<file path="config.mk">
export PLATFORM = sky130hd
export DESIGN_NAME = vga_timing
export DESIGN_NICKNAME = d
export VERILOG_FILES = /design/src/rtl/vga_pkg.sv /design/src/rtl/vga_axis_counter.sv /design/src/rtl/vga_timing.sv
export SDC_FILE = /design/constraint.sdc
export NUM_CORES = 1
export LEC_CHECK = 0
export ABC_AREA = 1
export BUFFER_PORTS_ARGS = -buffer_cell sky130_fd_sc_hd__buf_2
export CORE_MARGIN = 2
export CORE_UTILIZATION = 55
export CTS_BUF_LIST = sky130_fd_sc_hd__clkbuf_4
export CTS_CLUSTER_DIAMETER = 200
export CTS_CLUSTER_SIZE = 8
export DETAILED_ROUTE_END_ITERATION = 6
export GPL_ROUTABILITY_DRIVEN = 0
export GPL_TIMING_DRIVEN = 0
export PLACE_DENSITY_LB_ADDON = 0.12
export SLEW_MARGIN = 20
export SYNTH_ARGS = -nofsm -noshare
export SYNTH_HDL_FRONTEND = slang
export SYNTH_SLANG_ARGS = --single-unit
</file>
<file path="constraint.sdc">
create_clock -name pclk -period 5.3 [get_ports pclk]
set_clock_uncertainty 0.1 [all_clocks]
set_input_delay 0 -clock pclk [delete_from_list [all_inputs] [get_ports pclk]]
set_output_delay 0 -clock pclk [all_outputs]
set_load 0.01 [all_outputs]
</file>
<file path="src/rtl/vga_pkg.sv">
// -----------------------------------------------------------------------------
// vga_pkg
// Shared timing constants for the VGA display pipeline (800x600 @ 60 Hz,
// 40 MHz pixel clock). The timing source and every draw stage import this
// package so that they agree on counter width and default geometry.
//
// Contents:
//   CNT_W            - width of the pixel/line counters (12)
//   cnt_t            - counter type
//   DEF_H_* / DEF_V_* - default active/porch/sync sizes
//   DEF_H_TOTAL/DEF_V_TOTAL - derived totals (1056 / 628)
//   CNT_ONE          - counter-width increment constant
// -----------------------------------------------------------------------------
package vga_pkg;

  localparam int CNT_W = 12;
  typedef logic [CNT_W-1:0] cnt_t;

  localparam int DEF_H_ACTIVE = 800;
  localparam int DEF_H_FP     = 40;
  localparam int DEF_H_SYNC   = 128;
  localparam int DEF_H_BP     = 88;

  localparam int DEF_V_ACTIVE = 600;
  localparam int DEF_V_FP     = 1;
  localparam int DEF_V_SYNC   = 4;
  localparam int DEF_V_BP     = 23;

  localparam int DEF_H_TOTAL = DEF_H_ACTIVE + DEF_H_FP + DEF_H_SYNC + DEF_H_BP;
  localparam int DEF_V_TOTAL = DEF_V_ACTIVE + DEF_V_FP + DEF_V_SYNC + DEF_V_BP;

  localparam cnt_t CNT_ONE = cnt_t'(1);

endpackage

</file>
<file path="src/rtl/vga_axis_counter.sv">
// -----------------------------------------------------------------------------
// vga_axis_counter
// One timing axis (horizontal or vertical). Counts 0..TOTAL-1 while enabled,
// wrapping to 0, and registers sync/blank flags decoded from the *next* count
// so that count and flags leave the same flop edge together.
//
// Ports:
//   clk_i    - pixel clock
//   rst_ni   - asynchronous active-low reset
//   en_i     - advance the count this cycle
//   count_o  - registered count
//   sync_o   - registered sync flag (SYNC_START <= count < SYNC_START+SYNC_LEN)
//   blnk_o   - registered blank flag (count >= ACTIVE)
// -----------------------------------------------------------------------------
module vga_axis_counter
  import vga_pkg::*;
#(
  parameter int TOTAL      = DEF_H_TOTAL,
  parameter int ACTIVE     = DEF_H_ACTIVE,
  parameter int SYNC_START = DEF_H_ACTIVE + DEF_H_FP,
  parameter int SYNC_LEN   = DEF_H_SYNC
) (
  input  logic clk_i,
  input  logic rst_ni,
  input  logic en_i,
  output cnt_t count_o,
  output logic sync_o,
  output logic blnk_o
);

  localparam cnt_t LAST = cnt_t'(TOTAL - 1);
  localparam cnt_t ACT  = cnt_t'(ACTIVE);
  localparam cnt_t SS   = cnt_t'(SYNC_START);
  // One bit wider: the sync end may equal TOTAL, which can be 4096.
  localparam logic [CNT_W:0] SE = (CNT_W+1)'(SYNC_START + SYNC_LEN);

  cnt_t count_q, count_d;
  logic sync_q, sync_d;
  logic blnk_q, blnk_d;

  // Next count and flags decoded from that next count.
  always_comb begin
    count_d = count_q;
    if (en_i) begin
      if (count_q == LAST) begin
        count_d = '0;
      end else begin
        count_d = count_q + CNT_ONE;
      end
    end else begin
      count_d = count_q;
    end
    sync_d = (count_d >= SS) && ({1'b0, count_d} < SE);
    blnk_d = (count_d >= ACT);
  end

  // Count and flag registers, cleared to the (0,0) active-pixel state.
  always_ff @(posedge clk_i or negedge rst_ni) begin
    if (!rst_ni) begin
      count_q <= '0;
      sync_q  <= 1'b0;
      blnk_q  <= 1'b0;
    end else begin
      count_q <= count_d;
      sync_q  <= sync_d;
      blnk_q  <= blnk_d;
    end
  end

  assign count_o = count_q;
  assign sync_o  = sync_q;
  assign blnk_o  = blnk_q;

endmodule

</file>
<file path="src/rtl/vga_timing.sv">
// -----------------------------------------------------------------------------
// vga_timing
// Producer of the VGA timing bus: pixel column/line counters with sync and
// blanking strobes. Every output is a flop; counts and strobes are produced
// on the same edge so each output word is self-consistent.
//
// Ports:
//   pclk          - pixel clock (40 MHz), rising edge
//   rst           - asynchronous active-low reset
//   hcount_out    - pixel column 0..H_TOTAL-1
//   hsync_out     - horizontal sync, active high
//   hblnk_out     - horizontal blanking
//   vcount_out    - line 0..V_TOTAL-1
//   vsync_out     - vertical sync, active high
//   vblnk_out     - vertical blanking
//   frame_cnt_out - frame counter, present only when VGA_TIMING_FRAME_CNT_EN
//                   is defined; increments on the (last,last) -> (0,0) edge
// -----------------------------------------------------------------------------
module vga_timing
  import vga_pkg::*;
#(
  parameter int H_ACTIVE = DEF_H_ACTIVE,
  parameter int H_FP     = DEF_H_FP,
  parameter int H_SYNC   = DEF_H_SYNC,
  parameter int H_BP     = DEF_H_BP,
  parameter int V_ACTIVE = DEF_V_ACTIVE,
  parameter int V_FP     = DEF_V_FP,
  parameter int V_SYNC   = DEF_V_SYNC,
  parameter int V_BP     = DEF_V_BP
) (
  input  logic              pclk,
  input  logic              rst,
  output logic [CNT_W-1:0]  hcount_out,
  output logic              hsync_out,
  output logic              hblnk_out,
  output logic [CNT_W-1:0]  vcount_out,
  output logic              vsync_out,
  output logic              vblnk_out
`ifdef VGA_TIMING_FRAME_CNT_EN
  ,
  output logic [15:0]       frame_cnt_out
`endif
);

  localparam int H_TOTAL = H_ACTIVE + H_FP + H_SYNC + H_BP;
  localparam int V_TOTAL = V_ACTIVE + V_FP + V_SYNC + V_BP;

  if ((H_TOTAL > 4096) || (V_TOTAL > 4096)) begin : g_total_chk
    $fatal(1, "vga_timing: H_TOTAL/V_TOTAL exceed the 12-bit counter range");
  end

  localparam cnt_t H_LAST = cnt_t'(H_TOTAL - 1);

  cnt_t hcount_s;
  cnt_t vcount_s;
  logic h_wrap_s;

  // End of line: the vertical axis advances on the same edge hcount wraps.
  assign h_wrap_s = (hcount_s == H_LAST);

  vga_axis_counter #(
    .TOTAL      (H_TOTAL),
    .ACTIVE     (H_ACTIVE),
    .SYNC_START (H_ACTIVE + H_FP),
    .SYNC_LEN   (H_SYNC)
  ) u_h_axis (
    .clk_i   (pclk),
    .rst_ni  (rst),
    .en_i    (1'b1),
    .count_o (hcount_s),
    .sync_o  (hsync_out),
    .blnk_o  (hblnk_out)
  );

  vga_axis_counter #(
    .TOTAL      (V_TOTAL),
    .ACTIVE     (V_ACTIVE),
    .SYNC_START (V_ACTIVE + V_FP),
    .SYNC_LEN   (V_SYNC)
  ) u_v_axis (
    .clk_i   (pclk),
    .rst_ni  (rst),
    .en_i    (h_wrap_s),
    .count_o (vcount_s),
    .sync_o  (vsync_out),
    .blnk_o  (vblnk_out)
  );

  assign hcount_out = hcount_s;
  assign vcount_out = vcount_s;

`ifdef VGA_TIMING_FRAME_CNT_EN
  localparam cnt_t V_LAST = cnt_t'(V_TOTAL - 1);

  logic [15:0] frame_q;
  logic [15:0] frame_d;

  // Frame count advances on the edge that takes the counters back to (0,0).
  always_comb begin
    frame_d = frame_q;
    if (h_wrap_s && (vcount_s == V_LAST)) begin
      frame_d = frame_q + 16'd1;
    end else begin
      frame_d = frame_q;
    end
  end

  // Frame counter register.
  always_ff @(posedge pclk or negedge rst) begin
    if (!rst) begin
      frame_q <= 16'd0;
    end else begin
      frame_q <= frame_d;
    end
  end

  assign frame_cnt_out = frame_q;
`endif

endmodule

</file>
==> impl_results.md, run 1 <==
- Final wirelength: 3.71 mm
- Initial antenna violation count: 0
- Minimum clock period: 2.19 ns
- Cells after Synth: 257
- Wire per inst: 11.1 um
- Register area: 701 sq um
- N_diodes: 0
- Reg clk slew, reported paths: 0.16 ns
- CP Data Required Time: 5.44 ns
- Syn. warnings: 0
- Most frequent cells in the layout: nand2_1, inv_1, nor2_1, nand3_1, buf_2
- Reg-to-reg startpoint: u_v_axis.count_o[0]
- Row cnt: 20
- Main synth FF type: dfrtp_1
- Slowest CP cell: dfrtp_1
- Core footprint: 3080 sq um
- CTS Buf Count: 3
- Critical Path Sink: u_v_axis.blnk_o
- Top cells by area, synth: dfrtp_1, nand2_1, inv_1
- Vias: 1,647
- CTS tree: yes
- Critical path class: reg2reg
- Full die area: 3750 sq um
- Clk sinks: 28
- Fill cells: 307
- First-pass GRT wire length: 6.54 mm
- Syn Nets: 262
- FF-to-FF path depth: 12
- Crit path cell chain: ha_1, nand2_1, nor2_1, nand4_1, nand3_1, o21ai_0, nor2_4, nand2_1, nand2_1, nand2_2, inv_1, nand2_1
- HPWL after DPL: 2.90 mm
- Layout Utilization: 67.1%
- Outcome: finished clean
- Reg2reg end: u_v_axis.blnk_o
- Fmax: 0.457 GHz
- R2R setup slack: 3.11 ns
- Max VDD drop: 0.103 mV
- 1st-iter DRT viols: 68
- Post-route ant nets: 0
- Clock latency at the later pin of the worst-skew pair: 0.33 ns
- DR pass1 iterations: 4
- # port buffers: 29
- Syn Std Cell Area: 1800 sq um
- Synth cell types: 23
- Hold Vio Cnt, Final: 0
- Crit. Startpoint: u_v_axis.count_o[0]
- Synth top area share: 38.9%
- GRT Total Usage: 23.4%
- DRC: 0
- CTS root buf: clkbuf_4
- Critical path fanouts, max: 8
- Final period util: 41.3%
- Power per Cell Area: 174 nW/um^2
- Layout cells sized above 1: 19.9%
- Die width: 61.3 um
- Synthesis-to-layout area growth: 14.6%
- Yosys reg bits: 28
- Number of global-route vias before repair: 1,499
- Worst hold slack: 0.0792 ns
- Largest net degree at the start of global routing: 29
- Vias per cell: 4.92
- Synth area leader: dfrtp_1
- Post-CTS setup buffers: 0
- Max Root-Sink Buffers: 2
- Area of the multi-input gates: 898 sq um
- Die Y: 61.3 um
- CP most frequent cell: nand2_1
- Max stage delay on crit path: 0.52 ns
- Post-synth ARST share: 100%
- # H-tree levels: 1
- Leak: 1.15 nW
- Commonest non-fill, non-tap cell in the layout: nand2_1
- CTS resizes: 0
- Nets@finish: 297
- Final Max Slew Viols: 0
- Power Total: 0.360 mW
- Relative slew slack: 60.2%
- Sequential area share after synthesis: 38.9%
- Mean post-synth cell area: 7.02 sq um
- CP Launch Type: register
- Count of flip-flops with a built-in enable after synthesis: 0
- Min-delay worst type: in2async
- Max cap viols: 0
- Overflow after GRT: 0
- Slew @ Worst Pin: 0.598 ns
- Setup TNS: 0 ns
- Starting density of the core: 58.6%
- Worst EP arrival: 2.33 ns
- Worst Setup End Kind: register
- Setup repair after global routing missed its margin: false
- Final Setup Violations: 0
- Top Ports: 30
## timing repair
action	4_1_cts	5_1_grt
hold endpoints to repair	28	0
hold buffers	1	0
endpoints found under the setup margin	0	0
## synth_stat cells (2+ instances only)
master,instances
nand2_1,71
nor3_1,7
ha_1,3
nor2_2,7
nand3_1,29
inv_2,2
nor2_4,3
nor2_1,30
o21ai_0,3
o21ai_1,2
inv_1,45
xor2_1,7
dfrtp_1,28
nand4_1,6
nand2_2,6
## worst max-delay path: cells and delay by family, from the launching register on
family                   cells  cell delay (ns)
AO/OA/AOI/OAI                1             0.16
buffers and inverters        1             0.05
flip-flops                   1             0.52
adder cells (fa/ha/maj)      1             0.35
AND/OR/NAND/NOR              9             0.92
## state kept, by name (all words and copies together) (netlist names)
| register | count |
|---|---|
| u_h_axis.blnk_o | 1 |
| u_v_axis.sync_o | 1 |
| u_h_axis.sync_o | 1 |
| u_v_axis.count_o | 12 |
| u_v_axis.blnk_o | 1 |
| u_h_axis.count_o | 12 |
## how the worst min path moves through the flow
| stage | from | end | depth (start not counted) |
|---|---|---|---|
| after floorplan | rst | u_h_axis.blnk_o | 0 |
| after global placement | rst | u_h_axis.count_o[2] | 1 |
| final | rst | u_h_axis.count_o[2] | 2 |
| after global routing | rst | u_h_axis.count_o[2] | 2 |
| after CTS | rst | u_h_axis.count_o[2] | 2 |
| after detailed placement | rst | u_h_axis.count_o[2] | 1 |
## layer usage
layer / vias to the layer above / wire [um] / GRT usage [%]
met4: 0 / 78 / 8.07
met2: 31 / 1640 / 35.4
met1: 749 / 1870 / 34.4
met5: - / 0 / 0
li1: 859 / - / -
met3: 8 / 124 / 2.94
## per-stage QoR
stage	setup slack, ns	instance area [sq um]	instances
5_1_grt	2.88	2070	335
4_1_cts	3.13	2070	335
3_3_place_gp	3.16	2000	330
6_report	3.11	2070	335
2_1_floorplan	3.38	1800	257
3_5_place_dp	3.14	2000	330
## power breakdown
group	total, mW	switching [mW]	internal [mW]
Combinational	0.00463	0.00389	0.000740
Sequential	0.214	0	0.214
Clock	0.142	0.0651	0.0766
## kinds of logic after synthesis
family	share of synthesized area, %
AO/OA/AOI/OAI	2.43
XOR/XNOR	4.30
adder cells (fa/ha/maj)	2.08
buffers and inverters	11.3
flip-flops	38.9
AND/OR/NAND/NOR	41.0
## cell type report
cell class	count	area share [%]
sequential	28	33.9
clock buffer	3	1.09
inverter	48	8.96
multi-input combinational	179	43.5
clock inverter	1	1.45
timing repair buffer	30	7.51
buffer	2	0.909
tap	44	2.67
Power figures use the tool's default switching activity.
==> run 2, diff against run 1 <==
--- a/config.mk
+++ b/config.mk
@@ -5,10 +5,10 @@
 export SDC_FILE = /design/constraint.sdc
 export NUM_CORES = 1
 export LEC_CHECK = 0
-export ABC_AREA = 1
+export ABC_AREA = 0
 export BUFFER_PORTS_ARGS = -buffer_cell sky130_fd_sc_hd__buf_2
 export CORE_MARGIN = 2
-export CORE_UTILIZATION = 55
+export CORE_UTILIZATION = 52
 export CTS_BUF_LIST = sky130_fd_sc_hd__clkbuf_4
 export CTS_CLUSTER_DIAMETER = 200
 export CTS_CLUSTER_SIZE = 8
==> constraint.sdc (replaced) <==
create_clock -name pclk -period 1.9 [get_ports pclk]
set_clock_uncertainty 0.1 [all_clocks]
set_input_delay 0 -clock pclk [delete_from_list [all_inputs] [get_ports pclk]]
set_output_delay 0 -clock pclk [all_outputs]
set_load 0.01 [all_outputs]
==> run 2 against run 1 <==
  * The flow now finishes with violations (setup timing)
  * Register-to-register slack got worse by 3.4 ns
  * Non-clock buffer count increased by 19
  * Synthesized area decreased by 8.2%
  * Flip-flop and latch count unchanged
==> impl_results.md, run 2 <==
- Crit. Startpoint: u_v_axis.count_o[2]
- Cell with the most instances after synthesis: dfrtp_1
- Slew @ Worst Pin: 0.626 ns (+0.0285 ns)
- Syn. warnings: 0 (unchanged)
- Number of global-route vias before repair: 1,288 (-14%)
- Wire per inst: 14.5 um (+31%)
- Register area: 708 sq um (+1.1%)
- GRT Total Usage: 21.8% (-1.6 points)
- Syn Std Cell Area: 1660 sq um (-8.2%)
- Nets@finish: 223 (-25%)
- Max Root-Sink Buffers: 2 (unchanged)
- Commonest non-fill, non-tap cell in the layout: buf_2
- Critical path fanouts, max: 2 (-6)
- Commonest cells in the netlist: dfrtp_1, nand2_1, nand3_1
- Outcome: finished with violations
- CTS Buf Count: 3 (unchanged)
- Overflow after GRT: 0 (unchanged)
- CP Data Required Time: 2.08 ns (-3.36 ns)
- DR pass1 iterations: 4 (unchanged)
- Yosys reg bits: 28 (unchanged)
- Die width: 60.4 um (-1.4%)
- DRC: 0 (unchanged)
- Power per Cell Area: 474 nW/um^2 (+170%)
- Synth cell types: 44 (+91%)
- CTS root buf: clkbuf_4
- Starting density of the core: 54.2% (-4.4 points)
- Final Non-Filler Cells: 261 (-22%)
- Core footprint: 3050 sq um (-0.81%)
- HPWL after DPL: 2.41 mm (-17%)
- 1st-iter DRT viols: 46 (-32%)
- Clk sinks: 28 (unchanged)
- Count of flip-flops with a built-in enable after synthesis: 0 (unchanged)
- First-pass GRT wire length: 6.01 mm (-8.1%)
- N_diodes: 0 (unchanged)
- Vias per cell: 5.62 (+14%)
- Die Y: 60.4 um (-1.4%)
- Fmax: 0.458 GHz (+0.18%)
- Reg clk slew, reported paths: 0.16 ns (about the same)
- Reg-to-reg startpoint: u_v_axis.count_o[2]
- DP Area: 1900 sq um (-5.0%)
- Critical path class: reg2reg
- Row cnt: 20 (unchanged)
- Relative slew slack: 58.3% (-1.9 points)
- Max cap viols: 0 (unchanged)
- Top cells by area, synth: dfrtp_1, xnor2_1, nand2_1
- Worst Setup End Kind: register
- Min-delay worst type: in2async
- Post-route ant nets: 0 (unchanged)
- # H-tree levels: 1 (unchanged)
- Placed insts: 244 (-26%)
- Sequential area share after synthesis: 42.3% (+3.5 points)
- Final wirelength: 3.78 mm (+1.8%)
- CTS tree: yes
- Largest net degree at the start of global routing: 29 (unchanged)
- CP Launch Type: register
- Full die area: 3650 sq um (-2.7%)
- Fill cells: 243 (-21%)
- Post-synth ARST share: 100% (unchanged)
- # port buffers: 29 (unchanged)
- Synth top area share: 42.3% (+3.5 points)
- Minimum clock period: 2.18 ns (-0.00400 ns)
- Vias: 1,467 (-11%)
- Initial antenna violation count: 0 (unchanged)
- Final period util: 115% (+74 points)
- Final instance area: 2140 sq um (+3.4%)
- Final Max Slew Viols: 0 (unchanged)
- Synth area leader: dfrtp_1
- Synthesis-to-layout area growth: 29.0%
- Area of the multi-input gates: 982 sq um (+9.3%)
- Leak: 0.991 nW (-14%)
- Worst EP arrival: 2.37 ns (+0.04 ns)
- Final setup margin: -0.284 ns (-3.40 ns)
- Cells after Synth: 171 (-33%)
- Setup WS pre-CTS: -0.438 ns (-3.58 ns)
- Mean post-synth cell area: 9.68 sq um (+38%)
- Setup repair after global routing missed its margin: true
- Clock latency at the later pin of the worst-skew pair: 0.34 ns (about the same)
- Layout cells sized above 1: 40.6% (+21 points)
- Max VDD drop: 0.252 mV (+140%)
- Failing checks: setup timing
- Main synth FF type: dfrtp_1
- Most frequent cells in the layout: buf_2, dfrtp_1, nand2_1, buf_4
- Syn Nets: 176 (-33%)
- Final Setup Violations: 6 (+6)
- Top Ports: 30 (unchanged)
- Hold Vio Cnt, Final: 0 (unchanged)
run 2: cell types whose count changed in the layout (fill, tap and decap cells not counted), sizes merged, moves of 5 or more:
cell / before / now
or3: 0 / 5
nand3: 30 / 12
a21oi: 0 / 5
nor2: 40 / 9
and3: 0 / 5
nand2: 77 / 19
inv: 48 / 2
xnor2: 0 / 10
buf: 31 / 49
run 2: kinds of logic after synthesis:
family,count (synthesis),share of synthesized area [%]
fa+ha+maj,3,2.27
mux,4,2.57
compound gates,28,11.2
flops,28,42.3
simple gates,79,28.6
buf+inv,11,3.55
xor+xnor,18,9.52
run 2: path summary, 6_finish.rpt:
check / slack [ns] / end / cells past startpoint
worst max-delay path: -0.28 / u_v_axis.sync_o / 8
worst min-delay path: 0.08 / u_h_axis.count_o[8] / 2
worst max register to register: -0.28 / u_v_axis.sync_o / 8
worst min register to register: 0.44 / u_v_axis.count_o[11] / 1
max in group asynchronous: 1.18 / u_v_axis.count_o[7] / 2
min in group pclk: 0.44 / u_v_axis.count_o[11] / 1
run 2: per-layer routing:
layer	share of wire, %	GRT usage (%)
met5	0	0
met4	1.2	7.76
met2	46	31.5
met1	48	32.4
met3	4.9	4.48
run 2: per-stage QoR:
stage | power (mW) | setup TNS, ns | hold WS [ns] | util, %
4_1_cts | 1.02 | -1.15 | 0.108 | 68.4
3_3_place_gp | 0.620 | -1.37 | -0.0555 | 62.3
3_5_place_dp | 0.620 | -1.69 | -0.0458 | 62.3
2_1_floorplan | 0.607 | -0.401 | -0.396 | -
6_report | 1.01 | -0.838 | 0.0838 | 70.0
5_1_grt | 1.04 | -1.79 | 0.167 | 70.0
run 2: what timing repair did:
action / in CTS / in global routing
pin swaps: 9 / 8
endpoints found under the hold margin: 28 / 0
hold buffers: 1 / 0
gates resized for setup: 8 / 14
endpoints found under the setup margin: 14 / 12
cloned: 0 / 0
setup buffers: 14 / 3
run 2: worst max-delay path, cell delays in order, from the launching register on:
cell and delay (ns):
dfrtp_1 0.42, buf_6 0.12, or4_4 0.51, nor4_4 0.17, buf_4 0.15, or3_1 0.10, a21oi_2 0.06, a2111oi_2 0.28
and4_1 0.23
run 2: area by class of cell:
class | instances | area share (%)
Buffer | 4 | 2.23
Inverter | 2 | 0.351
Multi-Input combinational cell | 132 | 46.0
Tap cell | 44 | 2.58
Timing Repair Buffer | 47 | 13.2
Clock buffer | 3 | 1.05
Clock inverter | 1 | 1.41
Sequential cell | 28 | 33.2
run 2: where the power goes:
group	switching (mW)	internal (mW)	total (mW)
Clock	0.190	0.213	0.403
Combinational	0.0113	0.00206	0.0134
Sequential	0	0.596	0.596
